--- src/rtl/alu_operand_stage_if.sv ---
// ---------------------------------------------------------------------------
// alu_operand_stage_if
//
// Bundles every non-clock signal of the operand-fetch stage:
//   - decoded-instruction input side : in_valid/in_ready, rs1_addr, rs2_addr,
//                                      imm, pc, src_a_sel, src_b_sel, alu_op
//   - ALU output side                : out_valid/out_ready, A, B, Upr_ALU,
//                                      rs2_val
//   - write-back side                : wb_en, wb_addr, wb_data
//
// Handshake rule (both sides): a transfer happens on a rising clock edge
// where valid and ready are both 1. A producer holding valid = 1 keeps its
// payload stable until that edge; ready may depend combinationally on
// state, never on the same side's valid.
//
// Modports:
//   slave  - the operand stage itself
//   master - the surroundings (decoder, ALU, write-back) or a testbench
// ---------------------------------------------------------------------------
interface alu_operand_stage_if #(
    parameter int WIDTH = 32,
    parameter int NREG  = 32
);
    localparam int AW = $clog2(NREG);

    // decoded-instruction side
    logic             in_valid;
    logic             in_ready;
    logic [AW-1:0]    rs1_addr;
    logic [AW-1:0]    rs2_addr;
    logic [WIDTH-1:0] imm;
    logic [WIDTH-1:0] pc;
    logic [1:0]       src_a_sel;
    logic [1:0]       src_b_sel;
    logic [4:0]       alu_op;

    // ALU side
    logic             out_valid;
    logic             out_ready;
    logic [WIDTH-1:0] A;
    logic [WIDTH-1:0] B;
    logic [4:0]       Upr_ALU;
    logic [WIDTH-1:0] rs2_val;

    // write-back side
    logic             wb_en;
    logic [AW-1:0]    wb_addr;
    logic [WIDTH-1:0] wb_data;

    modport slave (
        input  in_valid, rs1_addr, rs2_addr, imm, pc, src_a_sel, src_b_sel, alu_op,
        output in_ready,
        output out_valid, A, B, Upr_ALU, rs2_val,
        input  out_ready,
        input  wb_en, wb_addr, wb_data
    );

    modport master (
        output in_valid, rs1_addr, rs2_addr, imm, pc, src_a_sel, src_b_sel, alu_op,
        input  in_ready,
        input  out_valid, A, B, Upr_ALU, rs2_val,
        output out_ready,
        output wb_en, wb_addr, wb_data
    );
endinterface

--- src/rtl/alu_operand_stage.sv ---
// ---------------------------------------------------------------------------
// alu_operand_stage
//
// Operand-fetch stage in front of the ALU. Holds the integer register file
// (register 0 hardwired to zero), selects operand A from rs1/pc/zero and
// operand B from rs2/imm/constant 4/zero, and presents a registered
// {A, B, Upr_ALU, rs2_val} bundle to the ALU through a valid/ready
// handshake. Write-back data is forwarded into same-cycle operand reads.
//
// Ports:
//   clk    - rising-edge clock for all state
//   rst_n  - asynchronous active-low reset; clears bundle and register file
//   bus    - alu_operand_stage_if.slave (instruction in, bundle out,
//            write-back)
// ---------------------------------------------------------------------------
module alu_operand_stage #(
    parameter int WIDTH = 32,
    parameter int NREG  = 32
) (
    input  logic                  clk,
    input  logic                  rst_n,
    alu_operand_stage_if.slave    bus
);
    localparam int AW = $clog2(NREG);

    localparam logic [1:0] SEL_A_RS1  = 2'd0;
    localparam logic [1:0] SEL_A_PC   = 2'd1;
    localparam logic [1:0] SEL_B_RS2  = 2'd0;
    localparam logic [1:0] SEL_B_IMM  = 2'd1;
    localparam logic [1:0] SEL_B_FOUR = 2'd2;

    localparam logic [WIDTH-1:0] CONST_FOUR = WIDTH'(4);

    // -----------------------------------------------------------------------
    // Register file
    // -----------------------------------------------------------------------
    logic [WIDTH-1:0] regs [NREG];

    // Index 0 is never written, so it stays at its reset value of zero.
    // The write port is gated by reset through the asynchronous clear, so
    // write-back during reset has no effect.
    always_ff @(posedge clk or negedge rst_n) begin
        if (!rst_n) begin
            for (int i = 0; i < NREG; i++) begin
                regs[i] <= '0;
            end
        end else if (bus.wb_en && (bus.wb_addr != '0)) begin
            regs[bus.wb_addr] <= bus.wb_data;
        end
    end

    // -----------------------------------------------------------------------
    // Read ports with write-back bypass
    // -----------------------------------------------------------------------
    logic             wb_hit_rs1;
    logic             wb_hit_rs2;
    logic [WIDTH-1:0] rs1_rd;
    logic [WIDTH-1:0] rs2_rd;

    // A write-back to x0 never matches, so x0 always reads zero even while
    // something is trying to write it.
    assign wb_hit_rs1 = bus.wb_en && (bus.wb_addr != '0) && (bus.wb_addr == bus.rs1_addr);
    assign wb_hit_rs2 = bus.wb_en && (bus.wb_addr != '0) && (bus.wb_addr == bus.rs2_addr);

    always_comb begin
        rs1_rd = '0;
        if (bus.rs1_addr == '0) begin
            rs1_rd = '0;
        end else if (wb_hit_rs1) begin
            rs1_rd = bus.wb_data;
        end else begin
            rs1_rd = regs[bus.rs1_addr];
        end
    end

    always_comb begin
        rs2_rd = '0;
        if (bus.rs2_addr == '0) begin
            rs2_rd = '0;
        end else if (wb_hit_rs2) begin
            rs2_rd = bus.wb_data;
        end else begin
            rs2_rd = regs[bus.rs2_addr];
        end
    end

    // -----------------------------------------------------------------------
    // Operand selection (reserved encodings yield zero)
    // -----------------------------------------------------------------------
    logic [WIDTH-1:0] a_next;
    logic [WIDTH-1:0] b_next;

    always_comb begin
        a_next = '0;
        case (bus.src_a_sel)
            SEL_A_RS1: a_next = rs1_rd;
            SEL_A_PC:  a_next = bus.pc;
            default:   a_next = '0;
        endcase
    end

    always_comb begin
        b_next = '0;
        case (bus.src_b_sel)
            SEL_B_RS2:  b_next = rs2_rd;
            SEL_B_IMM:  b_next = bus.imm;
            SEL_B_FOUR: b_next = CONST_FOUR;
            default:    b_next = '0;
        endcase
    end

    // -----------------------------------------------------------------------
    // Output pipeline register and handshake
    // -----------------------------------------------------------------------
    logic             out_valid_q;
    logic [WIDTH-1:0] a_q;
    logic [WIDTH-1:0] b_q;
    logic [4:0]       op_q;
    logic [WIDTH-1:0] rs2_q;
    logic             accept;

    // The slot is free when empty or when the ALU drains it this same edge,
    // which gives full throughput with out_ready held high.
    assign bus.in_ready = !out_valid_q || bus.out_ready;
    assign accept       = bus.in_valid && bus.in_ready;

    always_ff @(posedge clk or negedge rst_n) begin
        if (!rst_n) begin
            out_valid_q <= 1'b0;
        end else if (accept) begin
            out_valid_q <= 1'b1;
        end else if (bus.out_ready) begin
            out_valid_q <= 1'b0;
        end
    end

    // Payload only moves on accept, so a stalled bundle stays bit-stable even
    // while the register file underneath it is being written.
    always_ff @(posedge clk or negedge rst_n) begin
        if (!rst_n) begin
            a_q   <= '0;
            b_q   <= '0;
            op_q  <= '0;
            rs2_q <= '0;
        end else if (accept) begin
            a_q   <= a_next;
            b_q   <= b_next;
            op_q  <= bus.alu_op;
            rs2_q <= rs2_rd;
        end
    end

    assign bus.out_valid = out_valid_q;
    assign bus.A         = a_q;
    assign bus.B         = b_q;
    assign bus.Upr_ALU   = op_q;
    assign bus.rs2_val   = rs2_q;

endmodule

--- src/flat_wrapper.sv ---
// flat-port wrapper written by rule: the top's interface ports become plain ports
module alu_operand_stage_flat 
#(
    parameter int WIDTH = 32,
    parameter int NREG  = 32
)
  (clk, rst_n, bus_in_valid, bus_rs1_addr, bus_rs2_addr, bus_imm, bus_pc, bus_src_a_sel, bus_src_b_sel, bus_alu_op, bus_in_ready, bus_out_valid, bus_A, bus_B, bus_Upr_ALU, bus_rs2_val, bus_out_ready, bus_wb_en, bus_wb_addr, bus_wb_data);
  alu_operand_stage_if #(.WIDTH(WIDTH), .NREG(NREG)) bus_i ();
  input  logic clk;
  input  logic rst_n;
  input wire logic [$bits(bus_i.in_valid)-1:0] bus_in_valid;
  input wire logic [$bits(bus_i.rs1_addr)-1:0] bus_rs1_addr;
  input wire logic [$bits(bus_i.rs2_addr)-1:0] bus_rs2_addr;
  input wire logic [$bits(bus_i.imm)-1:0] bus_imm;
  input wire logic [$bits(bus_i.pc)-1:0] bus_pc;
  input wire logic [$bits(bus_i.src_a_sel)-1:0] bus_src_a_sel;
  input wire logic [$bits(bus_i.src_b_sel)-1:0] bus_src_b_sel;
  input wire logic [$bits(bus_i.alu_op)-1:0] bus_alu_op;
  output wire logic [$bits(bus_i.in_ready)-1:0] bus_in_ready;
  output wire logic [$bits(bus_i.out_valid)-1:0] bus_out_valid;
  output wire logic [$bits(bus_i.A)-1:0] bus_A;
  output wire logic [$bits(bus_i.B)-1:0] bus_B;
  output wire logic [$bits(bus_i.Upr_ALU)-1:0] bus_Upr_ALU;
  output wire logic [$bits(bus_i.rs2_val)-1:0] bus_rs2_val;
  input wire logic [$bits(bus_i.out_ready)-1:0] bus_out_ready;
  input wire logic [$bits(bus_i.wb_en)-1:0] bus_wb_en;
  input wire logic [$bits(bus_i.wb_addr)-1:0] bus_wb_addr;
  input wire logic [$bits(bus_i.wb_data)-1:0] bus_wb_data;
  assign bus_i.in_valid = bus_in_valid;
  assign bus_i.rs1_addr = bus_rs1_addr;
  assign bus_i.rs2_addr = bus_rs2_addr;
  assign bus_i.imm = bus_imm;
  assign bus_i.pc = bus_pc;
  assign bus_i.src_a_sel = bus_src_a_sel;
  assign bus_i.src_b_sel = bus_src_b_sel;
  assign bus_i.alu_op = bus_alu_op;
  assign bus_in_ready = bus_i.in_ready;
  assign bus_out_valid = bus_i.out_valid;
  assign bus_A = bus_i.A;
  assign bus_B = bus_i.B;
  assign bus_Upr_ALU = bus_i.Upr_ALU;
  assign bus_rs2_val = bus_i.rs2_val;
  assign bus_i.out_ready = bus_out_ready;
  assign bus_i.wb_en = bus_wb_en;
  assign bus_i.wb_addr = bus_wb_addr;
  assign bus_i.wb_data = bus_wb_data;
  alu_operand_stage #(.WIDTH(WIDTH), .NREG(NREG)) u_core (.clk(clk), .rst_n(rst_n), .bus(bus_i));
endmodule
--- config.mk ---
export PLATFORM = sky130hd
export DESIGN_NAME = alu_operand_stage_flat
export DESIGN_NICKNAME = d
export VERILOG_FILES = /design/src/rtl/alu_operand_stage_if.sv /design/src/rtl/alu_operand_stage.sv /design/src/flat_wrapper.sv
export SDC_FILE = /design/constraint.sdc
export NUM_CORES = 2
export LEC_CHECK = 0
export CAP_MARGIN = 15
export CORE_AREA = 2 2 542 275
export DETAILED_ROUTE_END_ITERATION = 8
export DIE_AREA = 0 0 544 277
export GPL_ROUTABILITY_DRIVEN = 0
export PLACE_DENSITY = 0.6
export SYNTH_ARGS = -nofsm -noshare
export SYNTH_HDL_FRONTEND = slang
export SYNTH_SLANG_ARGS = --single-unit
--- constraint.sdc ---
create_clock -name clk -period 2.36 [get_ports clk]
set_input_delay 0.472 -clock clk [delete_from_list [all_inputs] [get_ports clk]]
set_output_delay 0.472 -clock clk [all_outputs]
set_load 0.02 [all_outputs]
==> summary.txt <==
Run
  – Max Cap Viol: 0

Synth
  – Mux share of post-synthesis cell area: 0.409
  – Synth Area in Simple Gates: 0.0295
  – Avg Synthesized Cell Area: between 10 and 15 um2
  – Synth Warn #: 0
  – FF+latch count, synth: about 1100
  – Xor/xnor share of the synthesized area: 0.00147
  – Sequential share of the synthesized area: 0.474
  – Synth Area in Adders: 0
  – Cell count after synthesis: between 4000 and 5000
  – Compound-Gate Fraction of Synth Area: 0.0498
  – Synth async-reset ratio: 1.00
  – Syn nets: approximately 4200
  – Largest family of logic cells by synthesized area: multiplexers
  – Synth cell types: 59
  – Synth Cell Area: 59500 um2
  – EDFF count, synth: 0
  – Synth Flop Type: dfrtp_1

Clock tree
  – Clk root buf: clkbuf_16
  – Worst-path clk slew: around 0.060 ns
  – CTS Sinks: roughly 1100
  – Worst-case clock buffer depth: 3
  – CTS Buf Count: 108
  – Latest clock arrival within the worst-skew pair: about 0.71 ns
  – Postcts setup bufs: 0
  – CTS tree: done
  – H-tree depth: 3

Worst setup path
  – Critical Path AT: ~3 ns
  – CP Launch Point: bus_wb_addr[2]
  – Startpoint types: input pin
  – Crit Reg-Reg Startpoint: u_core.regs[344]$_DFFE_PN0P_
  – Reg2reg path depth: 6
  – Worst setup path end: u_core.bus.A[4]$_DFFE_PN0P_
  – Crit path cell chain: clkdlybuf4s50_1 > or3_1 > o31a_1 > and3_1 > nor2_4 > buf_12 > o2111ai_1 > a21oi_1
  – Crit Path Class: input pin to register
  – Crit path largest cell delay: 0.43 ns
  – Max FO, Critical Path: 9
  – WP data required: ~3 ns
  – Worst Setup End Kind: register
  – R2R setup slack: about 0.05 ns
  – Reg2reg end: u_core.bus.B[24]$_DFFE_PN0P_
  – Slowest-stage cell, CP: or3_1

Placed design
  – Port-buffer cells: between 200 and 250
  – Placed Cells incl. Taps: between 6000 and 7000
  – DP HPWL: roughly 150000 um

GRT
  – Grt total ovfl: 0
  – Initial antenna violation count: 4
  – Largest net degree at the start of global routing: between 80 and 90
  – GRT Total Usage: 0.291
  – First-pass GRT wire length: roughly 320000 um
  – Vias in the first global route: between 40000 and 50000

Die
  – Die width: roughly 540 um
  – Site Rows: 100
  – Vert. Die Dim: 277 um
  – Starting Density: 0.405
  – Die ar.: about 150000 um2
  – Core area: around 150000 um2
  – Boundary pin count: roughly 230

Power and ir drop
  – Pwr dens: between 700 and 800 nW/um2
  – Maximum vdd drop: 0.560 mV
  – Leakage Power: between 30 and 40 nW

Route
  – Drc violations: 0
  – Starting DRT DRC Count: 5039
  – DR vias/cell: 6.27
  – Pre-antenna DRT Iters: 6
  – DRT antenna net count: 0
  – Average wire per standard cell: around 33 um
  – WL final: ~220000 um
  – Vias post-DR: 41600

Finish
  – # nets final: ~4700
  – Area Overhead vs Synth: 22.5%
  – Non-Filler Instances: about 6600
  – Layout cells sized above 1: 0.500
  – Utilization after layout: 0.496
  – Most frequent cells in the layout: dfrtp_1 (1125), mux2_2 (1013), mux4_2 (466)
  – Most common cell after layout, fill and taps aside: dfrtp_1

Timing
  – RSZ-0062 raised after global routing: false
  – Final min period: between 2 and 2.5 ns
  – Peak Freq: between 400 and 500 MHz
  – Post-route setup slack: -0.0125 ns
  – Final Hold Viols: 0
  – Crit share post-route: 1.01
  – Slew Limit Fails: 0
  – Final Skew: 0.0177 ns
  – Max-slew headroom: 0.440
  – Measured slew at the worst slew-check pin: ~0.83 ns
  – Final Setup Violations: 1

Run status
  – Status: finished, violations left
  – Failing checks: setup timing

Min path
  – Hold Path Class: input pin to async pin
-- cell usage after synthesis, drive strengths merged, types with 4 or more instances --
cell type | instances | area share
a211o | 22 | 0.0032
a211oi | 21 | 0.0027
a21oi | 58 | 0.0049
a221o | 7 | 0.0012
a221oi | 73 | 0.011
a22oi | 46 | 0.0058
a31oi | 5 | 0.00053
a32oi | 29 | 0.0043
and2 | 4 | 0.00042
and3 | 40 | 0.0042
buf | 215 | 0.021
clkbuf | 241 | 0.015
dfrtp | 1126 | 0.47
inv | 4 | 0.00025
mux2 | 1021 | 0.19
mux2i | 234 | 0.039
mux4 | 466 | 0.18
nand2 | 105 | 0.0066
nand2b | 29 | 0.0031
nand3 | 14 | 0.0012
nand3b | 4 | 0.00050
nand4 | 19 | 0.0020
nor2 | 72 | 0.0046
nor2b | 37 | 0.0039
nor3 | 12 | 0.0011
nor3b | 4 | 0.00059
o2111ai | 21 | 0.0031
o21ai | 83 | 0.0070
o22ai | 13 | 0.0014
o31ai | 11 | 0.0014
or2 | 6 | 0.00063
xor2 | 8 | 0.0012
-- critical path: cells and delay by family --
kind                   cells  cell delay (ns)
AOI/OAI and AO/OA          3             1.01
buffers and inverters      2             0.59
and+or+nand+nor            3             0.90
-- layer usage --
metal  GRT usage  vias to the layer above  part of all wire
met5           0                        -          0.000046
met1       0.447                    22500              0.46
met4      0.0683                        2             0.026
met2       0.401                     2079              0.42
li1            -                    16700                 -
met3      0.0852                      313              0.10
-- through the flow --
step	cell area, um2	power, W	setup WS (ns)	TNS (ns)	hold WS, ns
floorplan	59500	0.0336	0.0000786	0	0.176
global placement	69100	0.0389	-0.751	-309.03	0.377
detailed placement	69100	0.0393	-0.777	-308.83	0.382
CTS	72800	0.0580	0.000920	0	0.235
global route	72800	0.0602	0.00122	0	0.260
finish	72800	0.0580	-0.0125	-0.0125	0.247
-- power by group --
part / internal [W] / switching, W
clock: 0.0105 / 0.00825
combinational: 0.00774 / 0.00564
sequential: 0.0229 / 0.00296
-- area by class of cell --
| cell class | instances | area (um2) |
|---|---|---|
| diodes | 2 | 5.00 |
| clock buffers | 153 | 3130 |
| clock inverters | 50 | 608 |
| fillers | 12400 | 73900 |
| inverters | 4 | 15.0 |
| multi-input cells | 2493 | 29300 |
| flip-flops and latches | 1126 | 28200 |
| well taps | 1989 | 2490 |
| repair buffers | 814 | 9060 |
-- cells by family (layout without fill, tap and decap cells) --
kind of cell              Yosys count  count (layout)
other                               0               2
and+or+nand+nor                   351             351
muxes                            1721            1721
AOI/OAI and AO/OA                 411             411
xor gates and xnor gates           10              10
DFF                              1126            1126
buffers and inverters             460            1021
-- how the worst min path moves through the flow --
stage                                              from                                end  slack [ns]  cells past startpoint
after detailed placement  u_core.regs[1018]$_DFFE_PN0P_      u_core.regs[1018]$_DFFE_PN0P_        0.38                      0
final                                             rst_n  u_core.bus.Upr_ALU[2]$_DFFE_PN0P_        0.25                      2
after global placement     u_core.regs[999]$_DFFE_PN0P_       u_core.regs[999]$_DFFE_PN0P_        0.38                      0
after global routing                              rst_n  u_core.bus.Upr_ALU[2]$_DFFE_PN0P_        0.26                      2
after floorplan                                   rst_n        u_core.bus.A[0]$_DFFE_PN0P_        0.18                      0
after CTS                                         rst_n  u_core.bus.Upr_ALU[2]$_DFFE_PN0P_        0.24                      2
-- sequential cells by signal, indices dropped and copies added (netlist names) --
| name | count |
|---|---|
| u_core.regs | 1024 |
| u_core.bus.A | 32 |
| u_core.bus.B | 32 |
| u_core.bus.rs2_val | 32 |
| u_core.bus.Upr_ALU | 5 |
| u_core.bus.out_valid | 1 |
-- what timing repair did --
action / in CTS / in global routing
hold endpoints to repair: 15 / 0
endpoints found under the setup margin: 4 / 1
hold buffers: 1 / 0
resized for setup: 5 / 1
Power figures use the tool's default switching activity.
